$ cat config.mk
export PLATFORM = sky130hd
export DESIGN_NAME = seq_establish_rx
export DESIGN_NICKNAME = d
export VERILOG_FILES = /design/src/rtl/seq_establish_rx.sv
export SDC_FILE = /design/constraint.sdc
export NUM_CORES = 1
export LEC_CHECK = 0
export BUFFER_PORTS_ARGS = -buffer_cell sky130_fd_sc_hd__buf_2
export CORE_ASPECT_RATIO = 0.75
export CORE_MARGIN = 10
export CORE_UTILIZATION = 40
export CTS_CLUSTER_SIZE = 14
export DETAILED_ROUTE_END_ITERATION = 7
export PLACE_DENSITY_LB_ADDON = 0.2
export SYNTH_ARGS = -nofsm -noshare
export SYNTH_HDL_FRONTEND = slang
export SYNTH_SLANG_ARGS = --single-unit
$ cat constraint.sdc
create_clock -name clk -period 5.1 [get_ports clk]
set_input_delay 0.51 -clock clk [delete_from_list [all_inputs] [get_ports clk]]
set_output_delay 0.51 -clock clk [all_outputs]
set_load 0.02 [all_outputs]
$ cat src/rtl/seq_establish_rx.sv
// -----------------------------------------------------------------------------
// seq_establish_rx
//
// This is the receive side of the link establishment handshake. Before sending
// randomized payload, the transmitter sends a fixed pattern word N times in a
// row. This block searches the incoming word stream for that run of patterns.
// After N consecutive matches it declares the link established. It then raises
// the de-randomizer enable and forwards every following valid word as payload.
// If the link stays quiet for TIMEOUT cycles, the block returns to hunting.
//
// Parameters
//   DATA_W   payload / pattern word width
//   CNT_W    width of pattern count and match counter
//   TIMEOUT  consecutive idle cycles in LOCKED before the link is lost (>= 1)
//
// Ports
//   clk             clock, rising edge
//   rst             asynchronous reset, active-high
//   rx_data         incoming word
//   rx_valid        rx_data valid this cycle
//   pattern         expected establishment word (sampled while IDLE)
//   pattern_num     required consecutive pattern count N (0 treated as 1)
//   rand_en         high while LOCKED
//   est_done        one-cycle pulse on entry to LOCKED
//   link_lost       one-cycle pulse on timeout exit from LOCKED
//   match_cnt       current consecutive match count
//   data_out        forwarded payload word
//   data_out_valid  data_out valid
// -----------------------------------------------------------------------------
module seq_establish_rx #(
   parameter int DATA_W  = 32,
   parameter int CNT_W   = 8,
   parameter int TIMEOUT = 16
) (
   input  logic              clk,
   input  logic              rst,
   input  logic [DATA_W-1:0] rx_data,
   input  logic              rx_valid,
   input  logic [DATA_W-1:0] pattern,
   input  logic [CNT_W-1:0]  pattern_num,
   output logic              rand_en,
   output logic              est_done,
   output logic              link_lost,
   output logic [CNT_W-1:0]  match_cnt,
   output logic [DATA_W-1:0] data_out,
   output logic              data_out_valid
);

   localparam int IDLE_W = $clog2(TIMEOUT + 1);
   localparam logic [IDLE_W-1:0] TIMEOUT_V = IDLE_W'(TIMEOUT);

   typedef enum logic [1:0] {
      S_IDLE      = 2'd0,
      S_ESTABLISH = 2'd1,
      S_LOCKED    = 2'd2
   } state_t;

   state_t              r_state;
   logic [CNT_W-1:0]    r_match_cnt;
   logic                r_rand_en;
   logic                r_est_done;
   logic                r_link_lost;
   logic [DATA_W-1:0]   r_data_out;
   logic                r_data_out_valid;
   logic [IDLE_W-1:0]   r_idle_cnt;
   logic [DATA_W-1:0]   r_pattern;
   logic [CNT_W-1:0]    r_neff;

   state_t              w_state_nxt;
   logic [CNT_W-1:0]    w_match_cnt_nxt;
   logic                w_rand_en_nxt;
   logic                w_est_done_nxt;
   logic                w_link_lost_nxt;
   logic [DATA_W-1:0]   w_data_out_nxt;
   logic                w_data_out_valid_nxt;
   logic [IDLE_W-1:0]   w_idle_cnt_nxt;
   logic [DATA_W-1:0]   w_pattern_nxt;
   logic [CNT_W-1:0]    w_neff_nxt;

   logic [CNT_W-1:0]    w_neff_in;
   logic [CNT_W-1:0]    w_match_inc;
   logic [IDLE_W-1:0]   w_idle_inc;
   logic                w_hit_live;
   logic                w_hit_latched;

   // A count of zero means "a single pattern word is enough".
   assign w_neff_in     = (pattern_num == '0) ? CNT_W'(1) : pattern_num;
   assign w_match_inc   = r_match_cnt + CNT_W'(1);
   assign w_idle_inc    = r_idle_cnt + IDLE_W'(1);
   // While IDLE, the live pattern is compared. After IDLE is left, only the
   // latched copy is used, so configuration changes made mid-handshake have
   // no effect.
   assign w_hit_live    = rx_valid && (rx_data == pattern);
   assign w_hit_latched = rx_valid && (rx_data == r_pattern);

   always_ff @(posedge clk or posedge rst) begin
      if (rst) begin
         r_state          <= S_IDLE;
         r_match_cnt      <= '0;
         r_rand_en        <= 1'b0;
         r_est_done       <= 1'b0;
         r_link_lost      <= 1'b0;
         r_data_out       <= '0;
         r_data_out_valid <= 1'b0;
         r_idle_cnt       <= '0;
         r_pattern        <= '0;
         r_neff           <= '0;
      end else begin
         r_state          <= w_state_nxt;
         r_match_cnt      <= w_match_cnt_nxt;
         r_rand_en        <= w_rand_en_nxt;
         r_est_done       <= w_est_done_nxt;
         r_link_lost      <= w_link_lost_nxt;
         r_data_out       <= w_data_out_nxt;
         r_data_out_valid <= w_data_out_valid_nxt;
         r_idle_cnt       <= w_idle_cnt_nxt;
         r_pattern        <= w_pattern_nxt;
         r_neff           <= w_neff_nxt;
      end
   end

   always_comb begin
      w_state_nxt          = r_state;
      w_match_cnt_nxt      = r_match_cnt;
      w_rand_en_nxt        = r_rand_en;
      w_est_done_nxt       = 1'b0;
      w_link_lost_nxt      = 1'b0;
      w_data_out_nxt       = r_data_out;
      w_data_out_valid_nxt = 1'b0;
      w_idle_cnt_nxt       = r_idle_cnt;
      w_pattern_nxt        = r_pattern;
      w_neff_nxt           = r_neff;

      unique case (r_state)
         S_IDLE: begin
            w_match_cnt_nxt = '0;
            w_rand_en_nxt   = 1'b0;
            w_idle_cnt_nxt  = '0;
            if (w_hit_live) begin
               w_pattern_nxt = pattern;
               w_neff_nxt    = w_neff_in;
               if (w_neff_in == CNT_W'(1)) begin
                  w_state_nxt     = S_LOCKED;
                  w_match_cnt_nxt = w_neff_in;
                  w_rand_en_nxt   = 1'b1;
                  w_est_done_nxt  = 1'b1;
               end else begin
                  w_state_nxt     = S_ESTABLISH;
                  w_match_cnt_nxt = CNT_W'(1);
               end
            end
         end

         S_ESTABLISH: begin
            // Gaps without rx_valid simply wait here; there is no timeout.
            if (rx_valid) begin
               if (w_hit_latched) begin
                  if (w_match_inc == r_neff) begin
                     w_state_nxt     = S_LOCKED;
                     w_match_cnt_nxt = r_neff;
                     w_rand_en_nxt   = 1'b1;
                     w_est_done_nxt  = 1'b1;
                     w_idle_cnt_nxt  = '0;
                  end else begin
                     w_match_cnt_nxt = w_match_inc;
                  end
               end else begin
                  // The breaking beat is consumed here and is not treated
                  // as the first beat of a new run.
                  w_state_nxt     = S_IDLE;
                  w_match_cnt_nxt = '0;
               end
            end
         end

         S_LOCKED: begin
            if (rx_valid) begin
               // Every valid beat is payload, including pattern-valued ones.
               w_data_out_nxt       = rx_data;
               w_data_out_valid_nxt = 1'b1;
               w_idle_cnt_nxt       = '0;
            end else if (w_idle_inc == TIMEOUT_V) begin
               w_state_nxt     = S_IDLE;
               w_link_lost_nxt = 1'b1;
               w_rand_en_nxt   = 1'b0;
               w_match_cnt_nxt = '0;
               w_idle_cnt_nxt  = '0;
            end else begin
               w_idle_cnt_nxt = w_idle_inc;
            end
         end

         default: begin
            w_state_nxt     = S_IDLE;
            w_match_cnt_nxt = '0;
            w_rand_en_nxt   = 1'b0;
            w_idle_cnt_nxt  = '0;
         end
      endcase
   end

   assign rand_en        = r_rand_en;
   assign est_done       = r_est_done;
   assign link_lost      = r_link_lost;
   assign match_cnt      = r_match_cnt;
   assign data_out       = r_data_out;
   assign data_out_valid = r_data_out_valid;

endmodule

# Word-level counts from Yosys, hierarchy flattened
# Cells that the tools add are included.
# Widths: inputs -> output; s select.
# word_totals
input_bits,75
out_inout_bits,44
elab_cells,76
regBits,91
# classes
reduce_logical,10
n_eq_ne,14
muxes,40
add_sub_neg,2
# ops
operator,count
$eq 32x32->1,2
$mux 8,8
$mux 5,5
$pmux 8 s3,1
$mux 1,15
$mux 2,7
$ne 2x2->1 const B,6
$pmux 5 s2,1
$reduce_and 5->1,2
$add 8x1->8 const B,1
$eq 8x1->1 const B,1
$eq 8x8->1,1
$logic_not 8->1,1
$pmux 2 s3,1
$reduce_and 3->1,2
$add 5x1->5 const B,1
$eq 5x5->1 const B,1
$reduce_and 2->1,2
$ne 3x3->1 const B,1
$pmux 1 s3,1
$eq 2x1->1 const B,1
$eq 2x2->1 const B,1
$logic_and 1x1->1,2
$logic_not 2->1,1
$pmux 1 s2,1

# Longest topological paths before layout
# Gate-level depths: netlist (run 1).
# depth
ltp_word,6
depth_mapped,8

# Worst setup path after synthesis (run 1)
# Ideal clock, no wire load.
# synth_timing
path_kind,register to register
startpoint,register r_match_cnt[0] (netlist: match_cnt[0])
endpoint,register r_idle_cnt[0]
stages_incl_launch_ff,8
period_less_slack_ns,2.433
slack_ns,2.667
t_required_ns,4.979
arrival_ns,2.312
path_cell_list,dfrtp_1 -> ha_1 -> nand3_2 -> or3_1 -> a2111oi_2 -> and4_1 -> a21oi_2 -> a22o_1
# synth_via
elab_chain_len,4
# synth_lines
element,line_no,source
start: declaration,59,logic [CNT_W-1:0] r_match_cnt;
start signal: assignment,110,r_match_cnt <= w_match_cnt_nxt;
$add 8x1->8,88,assign w_match_inc = r_match_cnt + CNT_W'(1);
$eq 8x8->1,158,if (w_match_inc == r_neff) begin
$ne 2x2->1 (no source line),n/a,
$reduce_and 3->1 (no source line),n/a,
end signal: assignment,116,r_idle_cnt <= w_idle_cnt_nxt;
end: declaration,65,logic [IDLE_W-1:0] r_idle_cnt;
# No other way between the ends.
# A chain may end at the register's enable or synchronous reset.

# Final worst setup path (run 1)
# layout_timing
startpoint,input port rx_data[24]
endpoint,register r_neff[6]
# layout_via
elab_chain_len,3
# layout_lines
element,line_no,source
start: declaration,37,"input logic [DATA_W-1:0] rx_data,"
$eq 32x32->1,93,assign w_hit_live = rx_valid && (rx_data == pattern);
$logic_and 1x1->1,93,
$reduce_and 2->1 (no source line),n/a,
end signal: assignment,118,r_neff <= w_neff_nxt;
end: declaration,67,logic [CNT_W-1:0] r_neff;
# No other way between the ends.

==> results of run 1 <==
## layout make-up
| type | instances | area share (%) |
|---|---|---|
| clock inverters | 7 | 1.367 |
| multi-input cells | 268 | 40.66 |
| well taps | 162 | 3.515 |
| inverters | 6 | 0.4339 |
| repair buffers | 121 | 10.63 |
| clock buffers | 9 | 3.905 |
| flip-flops and latches | 91 | 39.49 |
## cells by family after synthesis
family | Yosys count | share of synthesized area (%)
buffers and inverters | 18 | 2.841
flip-flops | 91 | 47.88
multiplexers | 74 | 20.31
AO/OA/AOI/OAI | 29 | 4.315
XOR/XNOR | 78 | 14.36
adder cells (fa/ha/maj) | 2 | 0.5261
AND/OR/NAND/NOR | 85 | 9.761
## power by group through the flow
stage               Sequential [mW]  Combinational [mW]  Clock [mW]
global placement              0.735               0.104           0
floorplan                     0.735              0.0410           0
CTS                           0.721               0.106       0.691
detailed placement            0.735               0.105           0
global route                  0.721               0.116       0.724
finish                        0.721               0.104       0.674
## worst max-delay path by stage
stage,depth (start not counted),end,start
6_report,7,r_neff[6]$_DFFE_PP0P_,rx_data[24]
4_1_cts,7,r_pattern[10]$_DFFE_PP0P_,rx_data[24]
5_1_grt,7,r_neff[4]$_DFFE_PP0P_,rx_data[24]
3_3_place_gp,7,r_neff[3]$_DFFE_PP0P_,rx_data[24]
2_1_floorplan,1,data_out[0]$_DFFE_PP0P_,rst
3_5_place_dp,7,r_neff[6]$_DFFE_PP0P_,rx_data[24]
## cell usage after synthesis, types with 4 or more instances
| cell type | instances | share of area (%) |
|---|---|---|
| dfrtp_1 | 91 | 48 |
| xor2_1 | 66 | 12 |
| mux2_2 | 36 | 8.5 |
| mux2_4 | 36 | 11 |
| nand2_1 | 19 | 1.5 |
| nor4_1 | 16 | 2.1 |
| xnor2_1 | 12 | 2.2 |
| nand3_1 | 10 | 1.1 |
| nor2_1 | 9 | 0.71 |
| inv_1 | 6 | 0.47 |
| nand4_1 | 6 | 0.79 |
| nor3_1 | 6 | 0.63 |
| o21ai_0 | 6 | 0.63 |
| a22o_1 | 5 | 0.92 |
| a21oi_1 | 4 | 0.42 |
| nand2b_1 | 4 | 0.53 |
## metrics by stage
| stage | utilization, % | hold WS, ns | total power, mW |
|---|---|---|---|
| 2_1_floorplan | - | 0.4918 | 0.7763 |
| 4_1_cts | 49.66 | 0.2333 | 1.518 |
| 5_1_grt | 49.66 | 0.2492 | 1.561 |
| 3_5_place_dp | 47.04 | 0.4884 | 0.8398 |
| 3_3_place_gp | 47.04 | 0.4819 | 0.8390 |
| 6_report | 49.66 | 0.2166 | 1.499 |
## layer usage
| layer | GRT usage, % | vias up |
|---|---|---|
| met5 | 0 | - |
| li1 | - | 1564 |
| met4 | 5.242 | 0 |
| met2 | 21.91 | 89 |
| met1 | 20.31 | 1594 |
| met3 | 3.949 | 11 |
## worst max-delay path: stages
cell,delay (ns)
buf_2,0.12
xor2_1,0.16
nor4_1,0.45
nand4_1,0.18
or4_2,1.14
buf_4,0.40
mux2_4,0.32
## registers in the layout, summed over array words and instances (netlist names)
name / cells
r_state: 2
r_pattern: 32
match_cnt: 8
data_out_valid: 1
data_out: 32
r_neff: 8
r_idle_cnt: 5
rand_en: 1
est_done: 1
link_lost: 1
==> out/summary.txt, run 1 <==
Status: finished, final reports clean
Gate power share: 6.9%
Drt wl/cell: 18.31 microns
Metal3 WL: 674 microns
Post-Route M1 WL: 6.064 mm
Register area share after synthesis: 47.88%
Tmin final: 3.084 ns
Switching part of the total: 23.69%
Hold-fix buffers, CTS: 0
Clock sink count: 91
Setup crit end kind: flop
Critical Path Fanout Max: 26
Design Area, Final: 0.005767 sq mm
Period utilization: 60.47%
Uppermost layer routed: met4
CTS tree: built
FF-to-FF Start: r_state[0]$_DFFE_PP0P_
Placer Congestion: 0.8146
FFs w/ async S/R, synth: 100.0%
Die footprint: 0.01670 sq mm
P_sw: 0.3553 mW
Core footprint: 0.01161 sq mm
Share of layout cells above drive strength 1: 43.23%
Setup TNS: 0 ns
DP Cell Count: 648
Fin. max-slew vios: 0
Routed Antenna Nets: 0
VDD IR max: 153.3 uV
Sequential fraction of design power: 48.1%
Worst Setup Path Type: in2reg
CTS clk-pin slew, worst paths: 0.07 ns
Worst-Margin Slew: 0.9354 ns
Area of the multi-input gates: 0.002345 sq mm
Top FF cell, synth: dfrtp_1
DRC viols: 0
Synth Register Bits: 91
Area after DPL: 0.005463 sq mm
Syn avg cell area: 12.61 sq um
Setup crit start kind: input pin
Die extent in x: 145.9 microns
Highest-count cells in the layout ignoring fill and taps: buf_2 (118), dfrtp_1 (91), xor2_1 (66)
Syn_nets: 454
Area Growth Syn to Fin: 21.26%
Initial antenna violation count: 1
Post-cts sizing count: 0
Commonest non-fill, non-tap cell in the layout: buf_2
Slew headroom: 37.12%
Grt ovf: 0
H-Tree Depth: 3
Final non-filler cell total: 664
Routed vias/inst: 4.907
Leakage: 3.123 nW
Pin count of the biggest net entering global routing: 51
Drt first pass iters: 4
Dpl ws: 1.692 ns
First-pass GRT wire length: 19.52 mm
Post-synth EDFFs: 0
FF/Latch Area: 0.002277 sq mm
Setup WS post-layout: 2.016 ns
Layout Skew: 0.009099 ns
Clock power share: 45.0%
GRT Total Usage: 14.77%
CP required: 5.33 ns
Power Density: 260.0 mW/mm^2
Warnings, synthesis: 0
Final Hold Vio Count: 0
Total Routed Length: 12.16 mm
R2R setup slack: 2.45 ns
Final HPWL from detailed placement: 9.479 mm
Worst path arrival time: 3.31 ns
Final setup violating endpoints: 0
Vias in the first global route: 3,513
Cells after Synth: 377
R2R depth: 5
DR WL met2: 5.292 mm
CTS max path bufs: 2
I/O Buffers: 118
Nets: 574
Library cells used by synthesis: 44
Die Ht: 114.4 microns
RSZ-0062 raised after global routing: false
Post-synthesis cell area: 0.004756 sq mm
DR iter-0 viols: 132
Total CTS buffers: 9
Max-cap violation count: 0
Via Count: 3,258
Reg2reg end: r_neff[6]$_DFFE_PP0P_
# diodes: 0
Row cnt: 34
Fillers: 1,059
Power Internal: 1.144 mW
Setup Buffers After CTS: 0
Latest clock arrival within the worst-skew pair: 0.34 ns
CTS root buffer: clkbuf_16
Worst min path class: in2async
Peak Freq: 324.2 MHz
I/O pins: 119
Starting density of the core: 40.95%
No activity file was read; power rests on OpenSTA's default activity.
==> inputs of run 2 (changes only) <==
==> constraint.sdc (replaced) <==
create_clock -name clk -period 2.51 [get_ports clk]
set_input_delay 0.251 -clock clk [delete_from_list [all_inputs] [get_ports clk]]
set_output_delay 0.251 -clock clk [all_outputs]
set_load 0.02 [all_outputs]
==> run 2 against run 1 <==
Against the previous run:
- combinational power rose by 110%
- non-clock buffer count rose by 12
- global-route usage decreased by 0.064 points
- cell area up 2.3%
- die area is the same
- clock skew decreased by 0.0017 ns
- via count up 1.7%
- clock power up 100%
- highest routed layer unchanged
==> out/summary.txt, run 2 (synthesis results as in run 1) <==
Status: finished, final reports clean
DP Cell Count: 659 (+1.7%)
Final hold slack: 0.02757 ns (-0.1891 ns)
FF/Latch Area: 0.002277 sq mm (unchanged)
Commonest non-fill, non-tap cell in the layout: buf_2
Worst path arrival time: 2.53 ns (-0.78 ns)
Nets: 586 (+2.1%)
VDD IR max: 313.5 uV (+100%)
Die extent in x: 145.9 microns (unchanged)
Finished Core Util: 50.78% (+1.1 points)
Layout Skew: 0.007351 ns (-0.001748 ns)
Tmin final: 2.305 ns
RSZ-0062 raised after global routing: false
Grt ovf: 0 (unchanged)
Routed Antenna Nets: 0 (unchanged)
Setup crit start kind: flop
CTS clk-pin slew, worst paths: 0.07 ns (about the same)
Final non-filler cell total: 676 (+1.8%)
I/O Buffers: 118 (unchanged)
Core footprint: 0.01161 sq mm (unchanged)
DRC viols: 0 (unchanged)
Routed vias/inst: 4.904 (about the same)
Row cnt: 34 (unchanged)
Placer Congestion: 0.8129 (-0.21%)
Fin. max-slew vios: 0 (unchanged)
DR iter-0 viols: 153 (+16%)
Setup crit end kind: flop
Vias in the first global route: 3,532 (+0.54%)
Drt first pass iters: 4 (unchanged)
CTS tree: built
Drt wl/cell: 17.71 microns (-3.3%)
Area Growth Syn to Fin: 23.99%
Final HPWL from detailed placement: 9.204 mm (-2.9%)
First-pass GRT wire length: 19.58 mm (+0.32%)
Peak Freq: 433.8 MHz
Final setup violating endpoints: 0 (unchanged)
Highest-count cells in the layout ignoring fill and taps: buf_2 (118), dfrtp_1 (91), xor2_1 (66)
Total chip power: 3.060 mW (+100%)
Slew headroom: 64.77% (+28 points)
CTS root buffer: clkbuf_16
Max-cap violation count: 0 (unchanged)
Setup TNS: 0 ns (unchanged)
Period utilization: 91.84%
Starting density of the core: 40.95% (unchanged)
Master of the slowest instance on the critical path: or3_1
Die Ht: 114.4 microns (unchanged)
Worst min path class: in2async
Total Routed Length: 11.97 mm (-1.5%)
Area of the multi-input gates: 0.002357 sq mm (+0.53%)
R2R setup slack: 0.20 ns (-2.25 ns)
CTS max path bufs: 2 (unchanged)
Critical Path Fanout Max: 5 (-81%)
Worst Setup Path Type: reg2reg
Worst-Margin Slew: 0.5284 ns (-0.4071 ns)
Worst path cell trace: ha_1, nand3_2, or3_1, a2111oi_4, and4_1, a21oi_2, a22o_1
Power Density: 518.9 mW/mm^2 (+100%)
CP required: 2.73 ns (-2.60 ns)
Pin count of the biggest net entering global routing: 92 (+80%)
Worst Path Buf+Inv: 0 (-2)
Fillers: 1,052 (-0.66%)
Clock sink count: 91 (unchanged)
GRT Total Usage: 14.70% (-0.064 points)
H-Tree Depth: 3 (unchanged)
Total CTS buffers: 9 (unchanged)
Final Hold Vio Count: 0 (unchanged)
Die footprint: 0.01670 sq mm (unchanged)
Initial antenna violation count: 0 (-1)
I/O pins: 119 (unchanged)
Leakage: 3.211 nW (+2.8%)
Latest clock arrival within the worst-skew pair: 0.34 ns (about the same)
Share of layout cells above drive strength 1: 44.36% (+1.1 points)
Top Family by Delay on Critical Path: simple AND/OR/NAND/NOR gates
# diodes: 0 (unchanged)
Crit path largest cell delay: 0.42 ns (-0.72 ns)
Via Count: 3,315 (+1.7%)
==> run 2: changes by cell type in the layout (fill, tap and decap cells not counted) <==
cell	delta
a2111oi_2	-1
a2111oi_4	+1
buf_12	+2
buf_4	+10
clkbuf_1	+1
clkbuf_8	+2
clkinv_2	+2
clkinv_4	-2
clkinvlp_4	-2
inv_4	-1
==> run 2: worst paths after layout <==
| path | start | endpoint | cells past startpoint |
|---|---|---|---|
| max reg2reg | match_cnt[1]$_DFFE_PP0P_ | r_idle_cnt[3]$_DFFE_PP0P_ | 7 |
| max | match_cnt[1]$_DFFE_PP0P_ | r_idle_cnt[3]$_DFFE_PP0P_ | 7 |
| min | rst | r_idle_cnt[2]$_DFFE_PP0P_ | 3 |
| min reg2reg | data_out[13]$_DFFE_PP0P_ | data_out[13]$_DFFE_PP0P_ | 1 |
| min in group clk | pattern_num[2] | r_neff[2]$_DFFE_PP0P_ | 2 |
| max in group asynchronous | rst | r_neff[7]$_DFFE_PP0P_ | 3 |
==> run 2: where the power goes <==
group	total (mW)	switching (mW)	internal, mW
sequential	1.47	0.00000000421	1.47
clock	1.38	0.551	0.825
combinational	0.217	0.129	0.0879
total	3.06	0.681	2.38
==> run 2: stage by stage <==
step	cell area [sq um]	worst slack, ns
floorplan	4760	0.07662
global placement	5572	-0.09972
detailed placement	5572	-0.09262
CTS	5877	0.1670
global route	5897	0.05075
finish	5897	0.2048
==> run 2: area by class of cell <==
| type | instances | area share [%] |
|---|---|---|
| multi-input combinational | 268 | 39.97 |
| timing repair buffer | 133 | 12.35 |
| sequential | 91 | 38.62 |
| clock inverter | 4 | 0.8275 |
| clock buffer | 12 | 4.350 |
| inverter | 6 | 0.4456 |
| tap | 162 | 3.437 |
==> run 2: routing by layer <==
layer,vias up,GRT usage [%],wire (microns)
met5,-,0,0
met1,1619,21.12,5999
met2,95,20.88,5082
met4,0,4.637,164
li1,1590,-,-
met3,11,3.989,726
==> run 2: worst register-to-register path: stages, from the launching register on <==
cell	delay, ns
dfrtp_1	0.41
ha_1	0.22
nand3_2	0.09
or3_1	0.42
a2111oi_4	0.37
and4_1	0.29
a21oi_2	0.12
a22o_1	0.26
==> run 2: what timing repair did <==
action | CTS | global route
hold buffers | 0 | 0
gates resized for setup | 0 | 1
setup buffers | 0 | 1
endpoints found under the setup margin | 0 | 3
